==> src/rtl/mul_writeback_block.sv <==
// rtl/mul_writeback_block.sv - multiply tag realignment, MULW extension and RF write-port merge
module mul_writeback_block #(
    parameter int LAT = 2
) (
    input  logic        clk,
    input  logic        rst_n,
    input  logic        issue_valid,
    input  logic [4:0]  issue_rd,
    input  logic        issue_word,
    input  logic        flush,
    input  logic        mul_valid,
    input  logic [63:0] mul_result,
    input  logic        alu_wb_valid,
    input  logic [4:0]  alu_wb_rd,
    input  logic [63:0] alu_wb_data,
    output logic        alu_wb_ready,
    output logic        rf_we,
    output logic [4:0]  rf_waddr,
    output logic [63:0] rf_wdata,
    output logic [31:0] pend_mask,
    output logic        err
);

    logic [LAT-1:0] tag_vld;
    logic [LAT-1:0] tag_kill;
    logic [LAT-1:0] tag_word;
    logic [4:0]     tag_rd [LAT];

    logic        arr_vld;
    logic        arr_kill;
    logic        arr_word;
    logic [4:0]  arr_rd;
    logic        arr_live;
    logic [63:0] mul_wdata;
    logic        alu_take;
    logic [31:0] pend_next;

    assign arr_vld  = tag_vld[LAT-1];
    assign arr_kill = tag_kill[LAT-1];
    assign arr_word = tag_word[LAT-1];
    assign arr_rd   = tag_rd[LAT-1];
    assign arr_live = arr_vld & ~arr_kill & (arr_rd != 5'd0);

    // The multiplier cannot stall, so the ALU yields on any live arrival,
    // decided from the tag pipe alone.
    assign alu_wb_ready = ~arr_live;
    assign alu_take     = alu_wb_valid & alu_wb_ready;
    assign mul_wdata    = arr_word ? {{32{mul_result[31]}}, mul_result[31:0]} : mul_result;

    always_ff @(posedge clk or posedge rst_n) begin
        if (rst_n) begin
            tag_vld  <= '0;
            tag_kill <= '0;
            tag_word <= '0;
            for (int i = 0; i < LAT; i++) begin
                tag_rd[i] <= 5'd0;
            end
        end else begin
            // Killed tags keep vld so the still-arriving result is expected.
            for (int i = LAT - 1; i > 0; i--) begin
                tag_vld[i]  <= tag_vld[i-1];
                tag_kill[i] <= tag_kill[i-1] | (flush & tag_vld[i-1]);
                tag_word[i] <= tag_word[i-1];
                tag_rd[i]   <= tag_rd[i-1];
            end
            tag_vld[0]  <= issue_valid;
            tag_kill[0] <= flush & issue_valid;
            tag_word[0] <= issue_word;
            tag_rd[0]   <= issue_rd;
        end
    end

    always_ff @(posedge clk or posedge rst_n) begin
        if (rst_n) begin
            rf_we    <= 1'b0;
            rf_waddr <= 5'd0;
            rf_wdata <= 64'd0;
        end else if (arr_live) begin
            rf_we <= mul_valid;
            if (mul_valid) begin
                rf_waddr <= arr_rd;
                rf_wdata <= mul_wdata;
            end
        end else if (alu_take) begin
            rf_we    <= (alu_wb_rd != 5'd0);
            rf_waddr <= alu_wb_rd;
            rf_wdata <= alu_wb_data;
        end else begin
            rf_we <= 1'b0;
        end
    end

    always_comb begin
        pend_next = pend_mask;
        if (arr_live) begin
            pend_next[arr_rd] = 1'b0;
        end
        if (issue_valid && (issue_rd != 5'd0)) begin
            pend_next[issue_rd] = 1'b1;
        end
        if (flush) begin
            pend_next = '0;
        end
        pend_next[0] = 1'b0;
    end

    always_ff @(posedge clk or posedge rst_n) begin
        if (rst_n) begin
            pend_mask <= '0;
            err       <= 1'b0;
        end else begin
            pend_mask <= pend_next;
            err <= err | (arr_vld & ~mul_valid) | (~arr_vld & mul_valid)
                       | (issue_valid & pend_mask[issue_rd]);
        end
    end

endmodule

==> config.mk <==
export PLATFORM = sky130hd
export DESIGN_NAME = mul_writeback_block
export DESIGN_NICKNAME = d
export VERILOG_FILES = /design/src/rtl/mul_writeback_block.sv
export SDC_FILE = /design/constraint.sdc
export NUM_CORES = 1
export LEC_CHECK = 0
export CAP_MARGIN = 20
export CORE_UTILIZATION = 46
export DETAILED_ROUTE_END_ITERATION = 7
export PLACE_DENSITY = 0.87
export SETUP_SLACK_MARGIN = 0.5
export SLEW_MARGIN = 5
export SYNTH_ARGS = -nofsm -noshare
export SYNTH_HDL_FRONTEND = slang
export SYNTH_SLANG_ARGS = --single-unit
==> constraint.sdc <==
create_clock -name clk -period 5.7 [get_ports clk]
set_input_delay 1.14 -clock clk [delete_from_list [all_inputs] [get_ports clk]]
set_output_delay 1.14 -clock clk [all_outputs]
set_load 0.01 [all_outputs]
---- Word-level counts from Yosys, hierarchy flattened ----
Index checks and enable logic that the tools add are counted.
word-level totals
  flip-flop bits (word level) ............. 118
  bits of input ports ..................... 145
  output and inout port bits .............. 104
  word-level logic and storage cells ...... 60
cells by class
  magnitude comparators ................... 4
  eq/ne operators ......................... 1
  muxes and demuxes ....................... 18
  bitwise operators ....................... 19
  reductions and logical operators ........ 8
operators with widths
  kind                  count
  $mux W64              4
  $mux W32              3
  $and A32 B32 Y32      1
  $not A32 Y32          1
  $or A32 B32 Y32       1
  $mux W5               3
  $reduce_bool A5 Y1    3
  $lt A5 B6 Y1 const B  2
  $demux W1 S5          2
  $ge A5 B1 Y1 const B  2
  $and A1 B1 Y1         8
  $bmux W1 S5           1
  $mux W1               5
  $not A1 Y1            4
  $or A1 B1 Y1          4
  $logic_and A1 B1 Y1   3
  $ne A2 B2 Y1 const B  1
  $reduce_and A2 Y1     1
  $reduce_bool A2 Y1    1

---- Logic depth before layout (Yosys ltp) ----
Gate-level depths: netlist (run 1).
  word-level depth ........................ 10
  mapped depth ............................ 10
  depth with buffers taken out ............ 6

---- Least setup slack after synthesis (run 1) ----
OpenSTA, ideal clock, no wires.
  path kind ............................... input -> register
  start point ............................. in issue_rd[0]
  end point ............................... reg err
  library setup time ...................... 0.126 ns
  arrival time ............................ 2.707 ns
  required time ........................... 5.574 ns
  setup slack ............................. 2.867 ns
  stages on the path ...................... 6
  buffers on the path ..................... 1
  path through ............................ clkbuf_1 -> mux4_2 -> and3_1 -> nor4_1 -> o41ai_1 -> o32a_1
between the ends
  word-level cells in the longest chain between the ends .. 4
ends and longest elaborated chain
  element                        line  source
  start, declared                8     input logic [4:0] issue_rd,
  $bmux W1 S5                    114   | (issue_valid & pend_mask[issue_rd]);
  $mux W1 (not written as such)  114
  $and A1 B1 Y1                  114
  $or A1 B1 Y1                   114
  end signal, assigned           113   err <= err | (arr_vld & ~mul_valid) | (~arr_vld & mul_valid)
  end, declared                  21    output logic err
No other way between the ends. The select of a mux whose other input is x is not followed.
A chain may end at the register's enable or synchronous reset.

---- Worst setup path in the final report (run 1) ----
  start point ............................. reg tag_rd (netlist bit arr_rd[3])
  end point ............................... reg rf_wdata[9]
between the ends
  word-level cells in the longest chain between the ends .. 6
  elaborated cells on any way between the ends .. 8
  classes of those cells .................. eq/ne: 1; mux: 1; bitwise: 3; reduce/logical: 3
ends and longest elaborated chain
  element                          line  source
  start, declared                  27    logic [4:0] tag_rd [LAT];
  start signal, assigned by index  64    tag_rd[i] <= tag_rd[i-1];
  $reduce_bool A5 Y1 (*)           42    assign arr_live = arr_vld & ~arr_kill & (arr_rd != 5'd0);
  $and A1 B1 Y1 (*)                42
  $not A1 Y1                       46    assign alu_wb_ready = ~arr_live;
  $and A1 B1 Y1                    47    assign alu_take = alu_wb_valid & alu_wb_ready;
  $reduce_bool A2 Y1 (no line)     n/a
  $reduce_and A2 Y1 (no line)      n/a
  end signal, assigned             82    rf_wdata <= mul_wdata;
  end signal, assigned             87    rf_wdata <= alu_wb_data;
  end, declared                    19    output logic [63:0] rf_wdata,
Mark *: on every way between the ends. The rest lies on a longest branch, timed or not.

==> summary.md, run 1 <==
| Metric | Value |
|---|---|
| Status | finished clean |
| Hold_buf cts | 0 |
| Die area | between 0.01 and 0.015 mm^2 |
| Req. time, crit path | 5.95 ns |
| Longest Clk Path Bufs | 2 |
| Detailed-route DRC error count | 0 |
| Post-synth top area cell | dfrtp_1 |
| Buffers on Ports | 247 |
| Synth top area cells | dfrtp_1 52%, o21ai_0 11%, mux2i_1 7.6% |
| Worst EP arrival | 4.17 ns |
| Cell Chain, Critical Path | or3_4 -> o31a_2 -> buf_4 -> inv_2 -> buf_4 -> mux2i_4 -> buf_12 -> o21ai_0 |
| Maximum vdd drop | 172.7 uV |
| Ys async rst share | 1.000 |
| Cell mode on critical path | buf_4 |
| Drt first-iter violations | 374 |
| Initial antenna violation count | 1 |
| Area of the core | 0.01206 mm^2 |
| Max cap viols | 0 |
| Area delta synth->final | 55.06% |
| Fillers | 818 |
| Post-route setup slack | 1.787 ns |
| Fmax | 255.6 MHz |
| IO Pins | ~250 |
| Sequential share of the synthesized area | 0.5181 |
| RSZ-0062 raised after global routing | false |
| DR WL/cell | 18.81 um |
| Hold crit path type | reg2reg |
| GRT Util Overall | 0.2975 |
| Avg Inst Size Synth | 9.282 um^2 |
| Most used flip-flop cell after synthesis | dfrtp_1 |
| CP Launch Type | flop |
| Via Count | ~5600 |
| CTS Buf Count | 17 |
| Number of global-route vias before repair | roughly 5400 |
| Final cycle utilization of the critical path | 0.6865 |
| Synth Cell Area | 0.005699 mm^2 |
| Die Y | 113.3 um |
| Hold Violations, Final | 0 |
| Kind of critical path | reg2reg |
| Worst skew pair latency | 0.40 ns |
| PwrDens | 294.1 mW/mm^2 |
| Worst setup EP type | flop |
| Crit path time final | ~4 ns |
| Post-CTS Resized | 0 |
| Setup_tns | 0 ns |
| Leak | 0.003712 uW |
| First-pass GRT wire length | 28770 um |
| Final setup violating endpoints | 0 |
| Clock sink total | 118 |
| Row count | 40 |
| Clock transition at path regs | about 0.05 ns |
| Initial core utilization | 0.4725 |
| Ys Warns | 0 |
| H-tree depth | 4 |
| Cells after synthesis | 614 |
| Antenna cell count | 0 |
| Largest net degree at the start of global routing | 101 |
| Post-synth top cells | 127 x o21ai_0, 118 x dfrtp_1, 112 x nand2_1 |
| Final Max Tran Viols | 0 |
| Vias per cell | about 5.5 |
| Gp weighted congestion | between 0.9 and 1 |
| Layout cells sized above 1 | 0.06250 |
| Yosys reg bits | 118 |
| Share of the synthesized area in the top cell type | 0.5181 |
| Headroom to the max-slew limit | 0.3152 |
| Worst-Margin Slew | roughly 1 ns |
| Number of enable flip-flop cells after synthesis | 0 |
| DR pass1 iterations | 5 |
| Fin nets | 980 |
| Remaining antenna violation count | 0 |
| Syn Nets | 759 |
| Most frequent cell after synthesis | o21ai_0 |
| Synth unique cells | 38 |
| DIE WIDTH | ~110 um |
| WHS | 0.3530 ns |
| Critical Path Max Stage Delay | 0.94 ns |
| Post-CTS Setup Inserts | 0 |
| Clock tree root driver cell | clkbuf_16 |
| Skew final | 0.01082 ns |
| WL final | 19110 um |
| CTS tree | done |
| Crit path max fanout | 100 |
| Crit-path slowest cell | mux2i_4 |
| Total grt overflow | 0 |
| Post-DP HPWL | 13590 um |
| Post-place setup slack | 1.857 ns |
[power breakdown]
part           internal (uW)  switching, uW  total (uW)
Sequential               924           52.1         976
Clock                    707            370        1080
Combinational            292            254         546
Total                   1920            676        2600
[through the flow]
stage	utilization	instance area, um^2	cells	total power, uW
final	0.7327	8837	1016	2599
after detailed placement	0.6787	8187	982	1528
after floorplan	-	5699	614	1201
after global routing	0.7327	8837	1016	2703
after global placement	0.6787	8187	982	1511
after CTS	0.7291	8795	1014	2608
[flip-flops by register name (all words and copies together) (netlist names)]
register / flops
tag_kill: 2
pend_mask: 31
tag_word: 2
tag_vld: 2
rf_waddr: 5
tag_rd: 5
err: 1
rf_we: 1
rf_wdata: 64
arr_rd: 5
[cell families (layout without fill, tap and decap cells)]
group	count (synthesis)	after routing	synth area share
other	1	1	0.0006580
AND/OR/NAND/NOR	183	183	0.1517
flip-flops	118	118	0.5181
AO/OA/AOI/OAI	205	205	0.1855
buffers and inverters	57	291	0.04917
XOR/XNOR	1	1	0.001537
multiplexers	49	49	0.09330
[layout by cell type (no fill, tap or decap), types with 4 or more instances in the layout]
cell,count
buf_4,4
nand3_1,15
dfrtp_1,118
clkbuf_16,17
nor2_1,4
nand2_1,112
o21ai_1,21
nor2b_1,23
o21ai_0,127
nand3b_1,8
clkdlybuf4s50_1,247
clkinv_2,5
mux2i_1,42
a21oi_1,48
nand4_1,5
[final cells by class]
cell class / count / area, um^2 / share of cell area
flip-flops and latches: 118 / 2953 / 0.3341
clock inverters: 13 / 155.1 / 0.01756
inverters: 5 / 21.27 / 0.002407
repair buffers: 254 / 2565 / 0.2902
well taps: 168 / 210.2 / 0.02379
multi-input cells: 439 / 2480 / 0.2806
clock buffers: 19 / 452.9 / 0.05125
[routing by layer]
layer  up-vias  track usage  part of all wire
met2       284       0.4969              0.49
li1       2578            -                 -
met5         -            0           0.00094
met1      2652       0.3502              0.37
met4         2       0.1518             0.041
met3        56      0.08623             0.095
[worst max-delay path: cells and delay by family, from the launching register on]
family                 cells  cell delay, ns
AO/OA/AOI/OAI              2            0.48
flip-flops                 1            0.47
buffers and inverters      4            1.35
AND/OR/NAND/NOR            1            0.45
multiplexers               1            0.94
[final timing paths]
check	start	to	slack [ns]	cells past startpoint
hold / removal	tag_word[0]	tag_word[1]	0.35	0
setup reg to reg	arr_rd[3]	rf_wdata[9]	1.79	8
setup / recovery	arr_rd[3]	rf_wdata[9]	1.79	8
min in group asynchronous	rst_n	rf_wdata[53]	1.05	2
max in group asynchronous	rst_n	rf_wdata[41]	3.54	4
hold reg to reg	tag_word[0]	tag_word[1]	0.35	0
Note: power is estimated with default switching activity, not from simulation.
==> inputs of run 2 (changes only) <==
CORE_UTILIZATION = 43   (was 46)
PLACE_DENSITY = 0.82   (was 0.87)
clock period = 4.1 ns   (was 5.7 ns; I/O delays follow)
==> run 2 against run 1 <==
Compared with the run above: register-to-register slack lost 0.63 ns; highest routed layer is now met4; clock skew fell by 0.0036 ns; combinational power grew 41%; cell count rose by 0.79%; global-route usage decreased by 0.93 points; sequential share of layout area barely moved; via count fell by 0.54%; hold slack worse by 0.0056 ns.
==> summary.md, run 2 (synthesized netlist as in run 1, its figures left out) <==
| Metric | Value |
|---|---|
| Hold_buf cts | 0 |
| Remaining antenna violation count | 0 |
| Number of global-route vias before repair | 5335 |
| Gp weighted congestion | 0.9189 |
| Status | finished clean |
| Cell Chain, Critical Path | or3_4 -> o31a_2 -> inv_2 -> clkdlybuf4s50_1 |
| Post-CTS Resized | 0 |
| Area delta synth->final | 55.10% |
| Fin nets | 984 |
| Vias per cell | around 5.4 |
| Antenna cell count | 0 |
| Crit-path slowest cell | clkdlybuf4s50_1 |
| WL final | a little under 20000 um |
| Hold crit path type | reg2reg |
| Clock sink total | 118 |
| Hold Crit Depth | 0 |
| Fillers | between 900 and 1000 |
| GR Util met2 | 0.4734 |
| Critical path's top delay family | buffers and inverters |
| CP Launch Type | flop |
| Total grt overflow | 0 |
| Buffers on Ports | around 250 |
| First-pass GRT wire length | 28970 um |
| Kind of critical path | reg2out |
| Largest net degree at the start of global routing | 98 |
| Maximum vdd drop | between 150 and 200 uV |
| Hold Violations, Final | 0 |
| CTS tree | done |
| Crit path buf inv count | 2 |
| DR pass1 iterations | 5 |
| Req. time, crit path | 3.28 ns |
| Area of the core | 0.01277 mm^2 |
| WP depth | 4 |
| CTS Buf Count | 17 |
| Setup_tns | 0 ns |
| Worst r2r path cells | 6 |
| Die area | 0.01372 mm^2 |
| Post-CTS Setup Inserts | 0 |
| Most frequent cells in the layout | 247 x clkdlybuf4s50_1, 127 x o21ai_0, 118 x dfrtp_1 |
| Max cap viols | 0 |
| Via Count | approximately 5500 |
| Worst setup EP type | output pin |
| Clock transition at path regs | 0.05 ns |
| Drt first-iter violations | 367 |
| Most flop-heavy register | rf_wdata |
| Clock tree root driver cell | clkbuf_16 |
| Met3 Use GR | 0.08548 |
| Longest Clk Path Bufs | 2 |
| Final Max Tran Viols | 0 |
| DIE WIDTH | about 120 um |
| Leak | 0.003713 uW |
| IO Pins | 249 |
| Fmax | 289.1 MHz |
| Skew final | 0.007264 ns |
| GRT Util Overall | 0.2883 |
| Post-DP HPWL | ~14000 um |
| DR WL/cell | 19.36 um |
| Headroom to the max-slew limit | 0.3322 |
| Max FFs per register | 64 |
| Initial antenna violation count | 0 |
| Crit path time final | roughly 3.5 ns |
| Die Y | between 100 and 150 um |
| Largest regs | rf_wdata (64), pend_mask (31) |
| Met1 GRT Util | 0.3375 |
| Worst skew pair latency | around 0.41 ns |
| Detailed-route DRC error count | 0 |
| PwrDens | roughly 400 mW/mm^2 |
| Row count | 41 |
| GR peak layer | met2 |
| WHS | around 0.35 ns |
| Worst EP arrival | 2.64 ns |
| Final setup violating endpoints | 0 |
| Worst-Margin Slew | 1.001 ns |
| H-tree depth | 4 |
| Commonest non-fill, non-tap cell in the layout | clkdlybuf4s50_1 |
| Crit path max fanout | 14 |
| Critical Path Max Stage Delay | 0.67 ns |
| Initial core utilization | 0.4462 |
| RSZ-0062 raised after global routing | false |
| Layout cells sized above 1 | 0.05869 |
| Final cycle utilization of the critical path | 0.8436 |
==> run 2: stage by stage <==
step	setup slack (ns)	total power (uW)	util	instance area (um^2)	std cells
floorplan	1.587	1670	-	5703	614
global placement	1.092	2107	0.6437	8223	990
detailed placement	1.072	2130	0.6437	8223	990
CTS	0.6308	3553	0.6883	8792	1022
global route	0.5701	3681	0.6920	8840	1024
finish	0.6411	3539	0.6920	8840	1024
==> run 2: area by class of cell <==
class,instances,area [um^2],area share
sequential,118,2953,0.3340
multi-input combinational,439,2480,0.2805
clock inverter,2,35.03,0.003963
tap,172,215.2,0.02435
timing repair buffer,258,2600,0.2941
inverter,5,22.52,0.002548
clock buffer,30,534.3,0.06044
==> run 2: worst register-to-register path: stages (launching register included) <==
cell,delay (ns)
dfrtp_1,0.46
or3_4,0.45
o31a_2,0.31
inv_2,0.34
mux2i_4,0.30
buf_4,0.66
o21ai_0,0.25
==> run 2: worst paths after layout <==
| check | startpoint | to | slack, ns |
|---|---|---|---|
| setup / recovery | arr_rd[3] | alu_wb_ready | 0.64 |
| hold / removal | tag_rd[7] | arr_rd[2] | 0.35 |
| setup reg to reg | arr_rd[3] | rf_wdata[40] | 1.16 |
| hold reg to reg | tag_rd[7] | arr_rd[2] | 0.35 |
| max in group asynchronous | rst_n | rf_wdata[7] | 2.51 |
| min in group asynchronous | rst_n | tag_vld[0] | 0.72 |
==> run 2: routing by layer <==
metal	vias up	wire, um
met3	56	1649
met4	0	849
met2	253	9526
li1	2591	-
met5	-	0
met1	2642	7800
==> run 2: power breakdown <==
part | internal, uW | switching [uW] | total [uW]
Sequential | 1280 | 66.7 | 1350
Clock | 930 | 489 | 1420
Combinational | 409 | 360 | 768
Total | 2620 | 915 | 3540
